<file path="config.mk">
export PLATFORM = sky130hd
export DESIGN_NAME = lm_sm_sequencer
export DESIGN_NICKNAME = d
export VERILOG_FILES = /design/src/rtl/lm_sm_sequencer_pkg.sv /design/src/rtl/lmsm_prio_enc.sv /design/src/rtl/lm_sm_sequencer.sv
export SDC_FILE = /design/constraint.sdc
export NUM_CORES = 1
export LEC_CHECK = 0
export CORE_MARGIN = 2
export CORE_UTILIZATION = 44
export DETAILED_ROUTE_END_ITERATION = 16
export GPL_TIMING_DRIVEN = 0
export HOLD_SLACK_MARGIN = 0.05
export PLACE_DENSITY = 0.87
export SLEW_MARGIN = 20
export SYNTH_ARGS = -nofsm -noshare
export SYNTH_HDL_FRONTEND = slang
export SYNTH_SLANG_ARGS = --single-unit
</file>
<file path="constraint.sdc">
create_clock -name clk -period 2.6 [get_ports clk]
set_input_delay 0.26 -clock clk [delete_from_list [all_inputs] [get_ports clk]]
set_output_delay 0.26 -clock clk [all_outputs]
set_load 0.01 [all_outputs]
</file>
<file path="src/rtl/lm_sm_sequencer_pkg.sv">
// lm_sm_sequencer_pkg: shared state encoding and widths for the load/store-multiple sequencer.
package lm_sm_sequencer_pkg;

    localparam int ADDR_W = 16;
    localparam int DATA_W = 16;
    localparam int IDX_W  = 3;

    typedef enum logic [1:0] {
        IDLE = 2'd0,
        REQ  = 2'd1,
        DONE = 2'd2
    } state_e;

endpackage

</file>
<file path="src/rtl/lmsm_prio_enc.sv">
// lmsm_prio_enc: lowest-set-bit priority encoder over the 8-bit register mask (R0 wins).
module lmsm_prio_enc
    import lm_sm_sequencer_pkg::*;
(
    input  logic [7:0]       mask_i,
    output logic [IDX_W-1:0] idx_o,
    output logic             valid_o
);

    always_comb begin
        idx_o = '0;
        for (int i = 7; i >= 0; i--) begin
            if (mask_i[i]) idx_o = IDX_W'(i);
        end
    end

    assign valid_o = |mask_i;

endmodule

</file>
<file path="src/rtl/lm_sm_sequencer.sv">
// lm_sm_sequencer: LM/SM multi-register memory transfer sequencer.
// Optional LMSM_ZERO_MASK_ERR_EN adds the err_o pulse for a zero-mask start.
module lm_sm_sequencer
    import lm_sm_sequencer_pkg::*;
#(
    parameter int ADDR_STEP = 1
) (
    input  logic              clk,
    input  logic              rst_n,
    input  logic              start_i,
    input  logic              is_load_i,
    input  logic [7:0]        mask_i,
    input  logic [ADDR_W-1:0] base_addr_i,
    output logic [IDX_W-1:0]  reg_read_addr_o,
    input  logic [DATA_W-1:0] reg_read_data_i,
    output logic              reg_write_en_o,
    output logic [IDX_W-1:0]  reg_write_dest_o,
    output logic [DATA_W-1:0] reg_write_data_o,
    output logic              mem_req_o,
    output logic              mem_we_o,
    output logic [ADDR_W-1:0] mem_addr_o,
    output logic [DATA_W-1:0] mem_wdata_o,
    input  logic              mem_ack_i,
    input  logic [DATA_W-1:0] mem_rdata_i,
    output logic              busy_o,
    output logic              done_o
`ifdef LMSM_ZERO_MASK_ERR_EN
    ,
    output logic              err_o
`endif
);

    state_e            state_q, state_d;
    logic              is_load_q, is_load_d;
    logic [7:0]        mask_q, mask_d;
    logic [ADDR_W-1:0] addr_q, addr_d;
    logic [DATA_W-1:0] wdata_q, wdata_d, wr_data_q, wr_data_d;
    logic [IDX_W-1:0]  idx_q, idx_d, wr_dest_q, wr_dest_d, enc_idx;
    logic              wr_en_q, wr_en_d, enc_valid, take_start, take_ack;

    assign take_start = state_q == IDLE && start_i;
    assign take_ack   = state_q == REQ && mem_ack_i;
    assign mask_d     = take_start ? mask_i : take_ack ? mask_q & ~(8'b1 << idx_q) : mask_q;

    // Encoding the next-cycle mask lets the register read for SM be captured on the entry edge.
    lmsm_prio_enc u_enc (
        .mask_i  (mask_d),
        .idx_o   (enc_idx),
        .valid_o (enc_valid)
    );

    always_comb begin
        state_d   = state_q;
        is_load_d = is_load_q;
        addr_d    = addr_q;
        wdata_d   = wdata_q;
        idx_d     = idx_q;
        wr_en_d   = 1'b0;
        wr_dest_d = wr_dest_q;
        wr_data_d = wr_data_q;
        if (take_start || take_ack) begin
            state_d = enc_valid ? REQ : DONE;
            idx_d   = enc_idx;
            wdata_d = reg_read_data_i;
        end else if (state_q != REQ) begin
            state_d = IDLE;
        end
        if (take_start) begin
            is_load_d = is_load_i;
            addr_d    = base_addr_i;
        end
        // R7 is the PC: its load still consumes an access but is never written back.
        if (take_ack) begin
            addr_d    = addr_q + ADDR_W'(ADDR_STEP);
            wr_en_d   = is_load_q && idx_q != '1;
            wr_dest_d = idx_q;
            wr_data_d = mem_rdata_i;
        end
    end

    always_ff @(posedge clk or negedge rst_n) begin
        if (!rst_n) begin
            state_q   <= IDLE;
            is_load_q <= 1'b0;
            mask_q    <= '0;
            addr_q    <= '0;
            wdata_q   <= '0;
            idx_q     <= '0;
            wr_en_q   <= 1'b0;
            wr_dest_q <= '0;
            wr_data_q <= '0;
        end else begin
            state_q   <= state_d;
            is_load_q <= is_load_d;
            mask_q    <= mask_d;
            addr_q    <= addr_d;
            wdata_q   <= wdata_d;
            idx_q     <= idx_d;
            wr_en_q   <= wr_en_d;
            wr_dest_q <= wr_dest_d;
            wr_data_q <= wr_data_d;
        end
    end

`ifdef LMSM_ZERO_MASK_ERR_EN
    logic err_q;

    always_ff @(posedge clk or negedge rst_n) begin
        if (!rst_n) err_q <= 1'b0;
        else        err_q <= take_start && !enc_valid;
    end

    assign err_o = err_q;
`endif

    assign busy_o           = state_q == REQ;
    assign done_o           = state_q == DONE;
    assign mem_req_o        = busy_o;
    assign mem_we_o         = busy_o && !is_load_q;
    assign mem_addr_o       = busy_o ? addr_q : '0;
    assign mem_wdata_o      = mem_we_o ? wdata_q : '0;
    assign reg_read_addr_o  = enc_idx;
    assign reg_write_en_o   = wr_en_q;
    assign reg_write_dest_o = wr_dest_q;
    assign reg_write_data_o = wr_data_q;

endmodule

</file>
Word level (Yosys, flattened, before mapping)
Index checks and enable logic that the tools add are counted.

storage, ports and cells
  register bits = 66
  input bits = 61
  output and inout bits = 59
  word-level logic and storage cells = 45

cells by class
  $add $sub $neg = 1
  equal/unequal tests = 4
  shift operators = 1
  muxes and demuxes = 18
  bitwise gates (word level) = 2
  reduce and logical (&&, ||, !) cells = 10

operators with widths
  kind                                                                   number
  16-bit two-way mux                                                     4
  3-bit two-way mux                                                      8
  16-bit by 1-bit adder with 16-bit output, second input constant        1
  8-bit two-way mux                                                      2
  8-bit bitwise AND                                                      1
  8-bit inverter                                                         1
  8-bit OR reduction                                                     1
  1-bit by 3-bit << shifter with 8-bit output, first input constant      1
  2-bit two-way mux                                                      3
  1-bit logical AND                                                      4
  2-bit nonzero test                                                     2
  3-bit != test, second input constant                                   1
  2-bit by 1-bit equality test with 1-bit output, second input constant  1
  2-bit equality test, second input constant                             1
  2-bit zero test                                                        1
  2-bit by 1-bit != test with 1-bit output, second input constant        1
  1-bit zero test                                                        1
  1-bit logical OR                                                       1
  1-bit two-way mux                                                      1

Logic depth before layout (Yosys ltp)
  word-level depth = 13
  mapped depth = 8
  depth with buffers taken out = 7

By module
From an unflattened synthesis, not the netlist that was laid out.

second synthesis, totals
  cell total of the unflattened synthesis = 367
  area total of the unflattened synthesis = 3170.5 um^2

modules (own cells, without submodules)
  module           instances  cells an instance  area an instance (um^2)  seq. area each (um^2)
  lm_sm_sequencer  1          354                3089.2                   1651.6
  lmsm_prio_enc    1          13                 81.3                     0.0

Least setup slack after synthesis
OpenSTA, ideal clock, no wires.

  path type = register -> output
  start = register state_q[0]
  end = output reg_read_addr_o[0]
  arrival time = 1693 ps
  data required time = 2340 ps
  path slack = 647 ps
  cell stages (with the launch flop) = 7
  path buffers = 1
  cells stage by stage = dfrtp_1 nor3b_2 buf_2 nor2_1 o311ai_1 a21oi_1 nor2_1

between the ends
  cells in the longest elaborated chain, start to end = 12
  elaborated cells on any way between the ends = 14
  classes of those cells = 1 x eq/ne; 10 x mux; 3 x reduce/logical

ends and longest elaborated chain
  what                                            line                   RTL
  start, declared                                 lm_sm_sequencer.sv:33  state_e state_q, state_d;
  start signal, assigned                          lm_sm_sequencer.sv:93  state_q <= state_d;
  2-bit by 1-bit equality test with 1-bit output  lm_sm_sequencer.sv:42  assign take_ack = state_q == REQ && mem_ack_i;
  1-bit logical AND                               lm_sm_sequencer.sv:42
  8-bit two-way mux                               lm_sm_sequencer.sv:43  assign mask_d = take_start ? mask_i : take_ack ? mask_q & ~(8'b1 << idx_q) : mask_q;
  8-bit two-way mux *                             lm_sm_sequencer.sv:43
  3-bit two-way mux (7 in a row)                  lmsm_prio_enc.sv:13    if (mask_i[i]) idx_o = IDX_W'(i);
  3-bit two-way mux *                             lmsm_prio_enc.sv:13
  end, declared                                   lm_sm_sequencer.sv:14  output logic [IDX_W-1:0] reg_read_addr_o,

Mark *: on every way between the ends. The rest lies on a longest branch, timed or not.

Worst setup path after layout
  start = register state_q[1]
  end = output reg_read_addr_o[0]

The elaborated chain is that of the path after synthesis.

==> metrics <==
outcome=complete, no violations; number of enable flip-flop cells after synthesis=0; crit path cell chain=buf_4 > nor3b_4 > clkbuf_4 > nor2_1 > o311ai_1 > a21oi_2 > nor2_2 > buf_2; Pre-Repair DR Iteration Count=4; Port Buffers=between 100 and 150; layout cell share with drive strength beyond 1=0.1346; Mapped Area=~3200 um^2; switching power=2.465 mW; Net count, final=slightly below 600; DP Wirelength=6.460 mm; final antenna diode count=0; syn_nets=between 400 and 500; placed cells=a little under 600; vias in the first global route=between 2,000 and 3,000; Final period util=0.9871; clock sinks=66; Comb pwr share=0.557; grt ovf=0; 1st-iter DRT viols=217; Synth top area share=0.5146; Rows=31; setup ws final=around 0.033 ns; maximum clock path buffer count=2; Yosys reg bits=66; asr flop ratio synth=1.000; register area share after synthesis=0.5146; post-synthesis average cell area=between 8 and 9 um^2; Non-Filler Instances=roughly 620; RePlAce Congestion=0.9310; Synth warnings=0; relative slew slack=0.6085; most frequent cells in the layout=nand2_1, clkdlybuf4s50_1, dfrtp_1; CTS buffer count=9; clk slew on worst S/H paths=~0.08 ns; Ports=120; number of max-cap violations=0; clock latency on the worst-skew pair=about 0.34 ns; Critical Path Source Type=flop; pwr/cell area=~1300 nW/um^2; pre-CTS setup slack=-0.4565 ns; Sw Ratio=0.3918; fin. max-slew vios=0; skew final=0.008332 ns; Int Power=roughly 3.8 mW; gr usage total=0.2278; core area=slightly above 7000 um^2; Worst VDD drop=between 0.6 and 0.7 mV; critical path class=reg -> out; Total Power=roughly 6.3 mW; area delta synth->final=54.35%; Data required, critical path=2.34 ns; Slowest cell on crit path=dfrtp_2; Die Ht=89.41 um; Clock power frac=0.148; final worst path period need=approximately 2.6 ns; post-synthesis cell type count=47; Flop pwr share=0.295; Area contributors post-synth=dfrtp_1, nand2_1, and2_1; CP max FO=10; Cells after Synth=approximately 370; crit end category=output pin; most common cell after layout, fill and taps aside=nand2_1; DIE WIDTH=approximately 89 um; Root Buffer=clkbuf_8; routed length per instance=15.00 um; Starting Density=0.4473; Top FF cell, synth=dfrtp_1; WHS=0.3617 ns; endpoints failing setup=0; post-layout util=0.6903; vias=~3,200; Max stage delay on crit path=between 0.4 and 0.5 ns; R2R Setup Slk=0.21 ns; Arrival @ worst endpoint=about 2.3 ns; post-synth top area cell=dfrtp_1; maximum achievable frequency=0.3896 GHz; via/cell ratio=slightly above 5; first-pass GRT wire length=roughly 14 mm; Routed Antenna Nets=0; Tightest Pin Transition=between 0.5 and 0.6 ns; TritonCTS clock tree=built; initial antenna violation count=0; die area=roughly 8000 um^2; largest net degree at the start of global routing=48; DRC errors left=0; HP Class=in -> async; count of final hold-check violations=0; final WL=around 9.3 mm; Leak Pwr=around 2.3 nW; H-tree depth=3
synthesized netlist by cell type (all sizes together) (2+ instances only):
library cell  count
o311ai            3
o211ai            2
nor2             24
and3              4
a21boi            2
a31oi             2
o32ai             4
o31ai             2
nand4             3
nand2b            3
and2             32
clkbuf           11
nand2           130
buf               8
inv               8
o22ai             4
dfrtp            66
or2               3
o21ba             2
nor3b             2
a211oi            5
nand3             8
a311oi            2
o21ai            10
a21oi            15
kinds of logic (layout without fill, tap and decap cells):
family	Yosys count	after routing	synth area share
multiplexers	1	1	0.004677
AO/OA/AOI/OAI	58	58	0.1341
buffers and inverters	27	179	0.03743
flip-flops	66	66	0.5146
adder cells (fa/ha/maj)	1	1	0.003898
AND/OR/NAND/NOR	215	215	0.3053
worst max-delay path: cells and delay by family, from the launching register on:
kind                   cells  cell delay, ns
AND/OR/NAND/NOR            3            0.43
AO/OA/AOI/OAI              2            0.54
flip-flops                 1            0.44
buffers and inverters      3            0.57
power groups by stage:
stage	combinational (mW)	sequential (mW)	clock (mW)
final	3.50	1.86	0.932
after detailed placement	3.21	1.86	0
after CTS	3.37	1.85	0.943
after global routing	3.81	1.92	0.993
after floorplan	1.62	1.85	0
after global placement	3.12	1.83	0
final cells by class:
cell class                 count  area (um^2)
tap                           99        123.9
clock buffer                  11        131.4
buffer                        19        97.59
inverter                       8        30.03
clock inverter                 5        78.83
sequential                    66         1655
fill                         584         2222
timing repair buffer         136         1324
multi-input combinational    275         1513
metal layers:
| layer | up-vias | global-route usage | wire [um] |
|---|---|---|---|
| met4 | 0 | 0.09498 | 160 |
| met1 | 1499 | 0.2961 | 3856 |
| met5 | - | 0 | 0 |
| met2 | 139 | 0.3697 | 4583 |
| met3 | 21 | 0.04894 | 686 |
| li1 | 1516 | - | - |
stage by stage:
step                      cell area (um^2)  TNS (ns)
final                                 4954         0
after global routing                  4954   -0.1415
after CTS                             4886  -0.05028
after detailed placement              4549    -1.116
after global placement                4524    -59.28
after floorplan                       3209         0
final timing paths:
kind	start	endpoint	cells after the start
min in group clk	mem_rdata_i[7]	reg_write_data_o[7]$_DFFE_PN0N_	3
max in group asynchronous	rst_n	addr_q[3]$_DFFE_PN0P_	3
min reg2reg	wdata_q[13]$_DFFE_PN0P_	wdata_q[13]$_DFFE_PN0P_	2
min	rst_n	mask_q[3]$_DFF_PN0_	2
max	state_q[1]$_DFFE_PN0P_	reg_read_addr_o[0]	8
max reg2reg	state_q[0]$_DFFE_PN0P_	idx_q[1]$_DFFE_PN0P_	9
what timing repair did:
item | 4_1_cts | 5_1_grt
hold buffers | 1 | 0
hold endpoints to repair | 19 | 0
endpoints found under the setup margin | 20 | 17
pin swaps | 4 | 7
resized for setup | 19 | 15
setup buffers | 8 | 7
registers in the layout (all words and copies together) (netlist names):
register and cells:
reg_write_dest_o 3, mask_q 8, addr_q 16, is_load_q 1
reg_write_en_o 1, idx_q 3, state_q 2, wdata_q 16
reg_write_data_o 16
No activity file was read; power rests on OpenSTA's default activity.
